==> config.mk <==
export PLATFORM = sky130hd
export DESIGN_NAME = mdu_sequencer
export DESIGN_NICKNAME = d
export VERILOG_FILES = /design/src/rtl/mdu_sequencer.sv
export SDC_FILE = /design/constraint.sdc
export NUM_CORES = 1
export LEC_CHECK = 0
export ABC_AREA = 1
export BUFFER_PORTS_ARGS = -buffer_cell sky130_fd_sc_hd__buf_2
export CAP_MARGIN = 40
export CORE_MARGIN = 1
export CORE_UTILIZATION = 38
export DETAILED_ROUTE_END_ITERATION = 10
export GPL_ROUTABILITY_DRIVEN = 0
export GPL_TIMING_DRIVEN = 0
export PLACE_DENSITY = 0.63
export SLEW_MARGIN = 40
export SYNTH_ARGS = -nofsm -noshare
export SYNTH_HDL_FRONTEND = slang
export SYNTH_SLANG_ARGS = --single-unit
export TNS_END_PERCENT = 50
==> constraint.sdc <==
create_clock -name Clk -period 4.25 [get_ports Clk]
set_input_delay 0.6375 -clock Clk [delete_from_list [all_inputs] [get_ports Clk]]
set_output_delay 0.6375 -clock Clk [all_outputs]
set_load 0.005 [all_outputs]
==> src/rtl/mdu_sequencer.sv <==
`default_nettype none
// ============================================================================
// mdu_sequencer: 32-step unsigned MULTU/DIVU engine driving a shared ALU; owns HI/LO.
// DIVU support is built only when MDU_DIVU_EN is defined.   Rev 1.0
// ============================================================================
module mdu_sequencer #(
  parameter int BITS_SIZE = 32
) (
  input  logic                 Clk,
  input  logic                 Reset,
  input  logic                 Start,
  input  logic                 Op,
  input  logic [BITS_SIZE-1:0] Rs,
  input  logic [BITS_SIZE-1:0] Rt,
  output logic                 Busy,
  output logic                 Done,
  output logic [BITS_SIZE-1:0] Hi,
  output logic [BITS_SIZE-1:0] Lo,
  output logic [3:0]           AluControl,
  output logic [BITS_SIZE-1:0] AluA,
  output logic [BITS_SIZE-1:0] AluB,
  input  logic [BITS_SIZE-1:0] AluResult
);

  localparam int         CNT_W   = $clog2(BITS_SIZE) + 1;
  localparam logic [CNT_W-1:0] LAST_CNT = CNT_W'(BITS_SIZE - 1);
  localparam logic [1:0] S_IDLE  = 2'd0;
  localparam logic [1:0] S_RUN   = 2'd1;
  localparam logic [1:0] S_DONE  = 2'd2;
  localparam logic [3:0] ALU_AND = 4'd0;
  localparam logic [3:0] ALU_ADD = 4'd2;
  localparam logic [3:0] ALU_SUB = 4'd6;

  logic [1:0]           state;
  logic [1:0]           state_nxt;
  logic [CNT_W-1:0]     cnt;
  logic [BITS_SIZE-1:0] hi_reg;
  logic [BITS_SIZE-1:0] lo_reg;
  logic [BITS_SIZE-1:0] m_reg;
  logic [BITS_SIZE-1:0] hi_step;
  logic [BITS_SIZE-1:0] lo_step;
  logic                 carry;
  logic                 accept_run;

`ifdef MDU_DIVU_EN
  logic                 op_reg;
  logic                 ge;
  logic [BITS_SIZE:0]   rem;

  assign rem        = {hi_reg, lo_reg[BITS_SIZE-1]};
  assign accept_run = (state == S_IDLE) && Start;
`else
  // Without the divider a DIVU request is acknowledged but never iterates.
  assign accept_run = (state == S_IDLE) && Start && !Op;
`endif

  assign Hi = hi_reg;
  assign Lo = lo_reg;

  always_ff @(posedge Clk or posedge Reset) begin
    if (Reset) begin
      state <= S_IDLE;
    end else begin
      state <= state_nxt;
    end
  end

  always_comb begin
    state_nxt = state;
    case (state)
      S_IDLE: begin
        if (accept_run) begin
          state_nxt = S_RUN;
        end else if (Start) begin
          state_nxt = S_DONE;
        end
      end
      S_RUN: begin
        if (cnt == LAST_CNT) begin
          state_nxt = S_DONE;
        end
      end
      default: state_nxt = S_IDLE;
    endcase
  end

  always_comb begin
    Busy       = (state == S_RUN);
    Done       = (state == S_DONE);
    AluControl = ALU_AND;
    AluA       = '0;
    AluB       = '0;
    if (state == S_RUN) begin
`ifdef MDU_DIVU_EN
      if (op_reg) begin
        AluControl = ALU_SUB;
        AluA       = rem[BITS_SIZE-1:0];
        AluB       = m_reg;
      end else
`endif
      begin
        AluControl = ALU_ADD;
        AluA       = hi_reg;
        AluB       = lo_reg[0] ? m_reg : '0;
      end
    end
  end

  // Multiply: a wrapped sum is smaller than its addend, which recovers the carry.
  always_comb begin
    carry   = (AluResult < hi_reg);
    hi_step = {carry, AluResult[BITS_SIZE-1:1]};
    lo_step = {AluResult[0], lo_reg[BITS_SIZE-1:1]};
`ifdef MDU_DIVU_EN
    ge = rem[BITS_SIZE] | (rem[BITS_SIZE-1:0] >= m_reg);
    if (op_reg) begin
      hi_step = ge ? AluResult : rem[BITS_SIZE-1:0];
      lo_step = {lo_reg[BITS_SIZE-2:0], ge};
    end
`endif
  end

  always_ff @(posedge Clk or posedge Reset) begin
    if (Reset) begin
      cnt    <= '0;
      hi_reg <= '0;
      lo_reg <= '0;
      m_reg  <= '0;
`ifdef MDU_DIVU_EN
      op_reg <= 1'b0;
`endif
    end else if (accept_run) begin
      cnt    <= '0;
      hi_reg <= '0;
`ifdef MDU_DIVU_EN
      op_reg <= Op;
      m_reg  <= Op ? Rt : Rs;
      lo_reg <= Op ? Rs : Rt;
`else
      m_reg  <= Rs;
      lo_reg <= Rt;
`endif
    end else if (state == S_RUN) begin
      cnt    <= cnt + CNT_W'(1);
      hi_reg <= hi_step;
      lo_reg <= lo_step;
    end
  end

endmodule
`default_nettype wire

---- Word-level counts from Yosys, hierarchy flattened ----
Index checks and enable logic that the tools add are counted.
storage, ports and cells
  register bits after elaboration ......... 104
  latch bits .............................. 0
  RAM bits ................................ 0
  ROM bits ................................ 0
  output and inout port bits .............. 134
  word-level logic and storage cells ...... 32
  memories ................................ 0
operators by class
  add/subtract/negate cells ............... 1
  multipliers ............................. 0
  div/mod/pow operators ................... 0
  magnitude comparators ................... 1
  eq/ne operators ......................... 5
  shifts and indexed selects .............. 0
  multiplexer cells ....................... 14
  bitwise logic cells ..................... 0
  reductions and logical operators ........ 6
operators by type and width
  operator             count
  $mux 32              7
  $lt 32x32->1         1
  $mux 6               2
  $mux 2               4
  $add 6x1->6 const B  1
  $eq 6x5->1 const B   1
  $pmux 2 s2           1
  $ne 3x3->1 const B   1
  $eq 2x1->1 const B   1
  $eq 2x2->1 const B   1
  $logic_and 1x1->1    2
  $logic_not 2->1      1
  $ne 2x1->1 const B   1
  $reduce_and 2->1     1
  $reduce_bool 2->1    1
  $logic_not 1->1      1

---- Logic depth before layout (Yosys ltp) ----
  depth after elaboration ................. 5
  mapped depth ............................ 13
  gate-level depth less buffers ........... 13

---- Least setup slack after synthesis ----
Ideal clock, no wire load.
  path kind ............................... reg-to-output
  start ................................... register state[1]
  end ..................................... output AluA[10]
  arrival ................................. 1.169 ns
  path slack .............................. 2.443 ns
  cell stages (with the launch flop) ...... 7
  buffers on the path ..................... 3
  cells stage by stage .................... dfrtp_1 nor2_4 buf_6 inv_2 buf_6 buf_6 nor2_1
between the ends
  word-level cells in the longest chain between the ends .. 2
RTL lines
  what                      line  text
  start: declaration        34    logic [1:0] state;
  start signal: assignment  64    state <= state_nxt;
  $eq 2x1->1                93    if (state == S_RUN) begin
  $mux 32                   93
  end: declaration          20    output logic [BITS_SIZE-1:0] AluA,
No other way between the ends.

---- Final worst setup path ----
  start ................................... register state[0]
  end ..................................... output AluB[10]
between the ends
  word-level cells in the longest chain between the ends .. 2
RTL lines
  what              line  text
  $eq 2x1->1        93
  $mux 32           93
  end: declaration  21    output logic [BITS_SIZE-1:0] AluB,
No other way between the ends.

==> results.py <==
metrics = {
    "outcome": {
        "outcome": "finished, final reports clean",
    },
    "clocking": {
        "clkSinkCount": 104,
        "cts_buffers": 9,
        "cts_tree": "built",
        "cts_resized": 0,
        "path_clk_slew_ns": 0.07,
        "cts_setup_buffers": 0,
        "max-clock-path-buffers": 2,
        "clockRootBuffer": "clkbuf_16",
        "clk_latency_ns": 0.35,
        "hold_buffers": 0,
        "h-tree-depth": 3,
    },
    "detailed_routing": {
        "drc_errors": 0,
        "drt-total-wl_um": 14450,
        "drt_iter0_markers": 146,
        "vias": 5043,
        "vias_per_cell": 4.674,
        "dr_wl_met3_um": 962,
        "routed-wl-met2_um": 6793,
        "wl_per_cell_um": 13.39,
        "ant_nets": 0,
        "top_layer_used": "met4",
        "wl_met1_um": 6501,
        "first_pass_iters": 4,
    },
    "placement": {
        "dpl_worst_slack_ns": 2.077,
        "io_buffers": 230,
        "dp_hpwl_um": 11250,
    },
    "cells_and_area": {
        "fin_nets": 1024,
        "drive_gt1_share_pct": 36.42,
        "fin_util_pct": 50.77,
        "syn_to_final_growth_pct": 30.85,
        "antenna_cells": 0,
    },
    "logic_synthesis": {
        "muxShareOfSynthArea_pct": 0,
        "ys_seq_area_share_pct": 46.33,
        "yosys_warnings": 0,
        "async_flop_share_pct": 100.0,
        "synth-adder-area-share_pct": 7.127,
        "synth_flop_cell": "dfrtp_1",
        "ys_ff_latch": 104,
        "synth-simple-area-share_pct": 18.69,
        "synth_edf_count": 0,
        "netlist-cell-type-count": 30,
        "synth_xor_area_share_pct": 0,
        "synth_top_area_share_pct": 46.33,
        "syn_area_per_cell_um2": 8.670,
        "synthCells": 648,
        "synth_compound_area_share_pct": 16.04,
        "synth_area_leaders": "dfrtp_1, nand2_1, o221ai_2",
        "synth_top_family_by_area": "simple AND/OR/NAND/NOR gates",
        "netlist_area_mm2": 0.005618,
        "yosysTopAreaCell": "dfrtp_1",
    },
    "worst_setup_path": {
        "rrSetupSlack_ns": 2.62,
        "cp_max_fo": 10,
        "path_class": "register to primary output",
        "crit_family": "buffers and inverters",
        "rr_endpoint": "Hi[31]",
        "critPathBufInv": 5,
        "r2r_cells": 8,
        "crit_top_cell": "inv_2",
        "crit_path_end_kind": "primary output",
        "slowest_stage": "clkbuf_1",
        "slowest_delay_ns": 0.49,
        "cp.arrival_ns": 1.92,
        "path_cells": "inv_2, nor2_4, buf_6, inv_2, clkbuf_1, nor2_1, buf_2",
        "r2r_start": "Hi[31]",
        "crit_required_ns": 3.61,
        "startpoint_type": "register",
    },
    "die": {
        "rows": 44,
        "die_h_um": 123.6,
        "die-area_mm2": 0.01527,
        "io-pin-count": 234,
        "start_util_pct": 38.80,
        "fp.coreArea_mm2": 0.01448,
        "die_x_um": 123.6,
    },
    "timing": {
        "finalSetupTns_ns": 0,
        "setup_ws_ns": 1.692,
        "relSlewSlack_pct": 59.96,
        "worstMarginPinSlew_ns": 0.6005,
        "fmax_mhz": 391.0,
        "finalHoldViolCount": 0,
        "setup_viol": 0,
        "rsz0062_at_grt": "no",
        "period_needed_ns": 2.558,
        "skew_ns": 0.006187,
        "finalCritPeriodShare_pct": 60.19,
        "drv_slew": 0,
        "worst_hold_slack_ns": 0.2781,
    },
    "global_routing": {
        "grt_max_degree": 58,
        "track_usage_pct": 19.45,
        "grt-ovfl-total": 0,
        "grt_pass1_vias": 4730,
        "antenna_found_initial": 0,
        "grt_pass1_wl_um": 22940,
    },
    "power": {
        "power_mw": 4.853,
        "power.density_mw_per_mm2": 660.2,
        "leakage_nw": 3.966,
        "peakVddDrop_uv": 263.1,
    },
    "flow_run": {
        "maxCapViolCount": 0,
    },
    "worst_hold_path": {
        "min_path_type": "input port to asynchronous set/reset pin",
    },
}
==> power breakdown <==
part / internal [mW] / switching [mW]
clock: 0.511 / 0.385
combinational: 0.969 / 1.34
sequential: 1.43 / 0.213
==> cells in the final DEF, fill, tap and decap left out, types with 12 or more instances in the layout <==
cell type	netlist	routed
nand2_1	172	172
ha_1	32	32
buf_2	10	240
o21ai_0	26	26
a21oi_1	17	17
nor2_1	76	76
inv_1	96	95
o21ai_2	12	12
o21ai_1	22	22
buf_6	16	16
dfrtp_1	104	104
o221ai_2	28	28
==> how the worst max path moves through the flow <==
stage,from,to,slack [ns],depth (start not counted)
2_1_floorplan,Reset,Hi[0],0.88,1
3_3_place_gp,Reset,cnt[4],-0.57,2
3_5_place_dp,state[0],AluA[0],2.08,7
4_1_cts,state[0],AluB[5],1.68,7
5_1_grt,state[0],AluB[11],1.58,7
6_report,state[0],AluB[10],1.69,7
==> routing by layer <==
layer	track usage (%)	up-vias
met5	0	-
met4	7.078	0
met3	4.441	12
met2	32.33	179
met1	24.63	2306
li1	-	2546
==> area by class of cell <==
cell class,count,area [um2]
clock buffer,9,225.2
sequential,104,2603
timing repair buffer,231,1179
clock inverter,5,83.83
fill,1473,7128
buffer,35,279.0
inverter,101,389.1
tap,184,230.2
multi-input combinational,410,2362
==> cell families (layout without fill, tap and decap cells) <==
group           Yosys count  after routing
simple gates            264            264
buf+inv                 136            381
compound gates          111            111
flops                   104            104
fa+ha+maj                32             32
other cells               1              3
==> synth_stat cells, types with 5 or more instances <==
master,count
nor2_1,76
o221ai_2,28
o21ai_2,12
inv_1,96
buf_2,10
o21ai_1,22
a21oi_1,17
ha_1,32
nand2_1,172
buf_6,16
dfrtp_1,104
o21ai_0,26
clkbuf_1,5
nor3_1,5
==> per-stage QoR <==
step / cells / area [um2]
after floorplan: 650 / 5625
after global placement: 1064 / 7007
after detailed placement: 1065 / 7042
after CTS: 1079 / 7351
after global routing: 1079 / 7351
final: 1079 / 7351
Power figures use the tool's default switching activity.
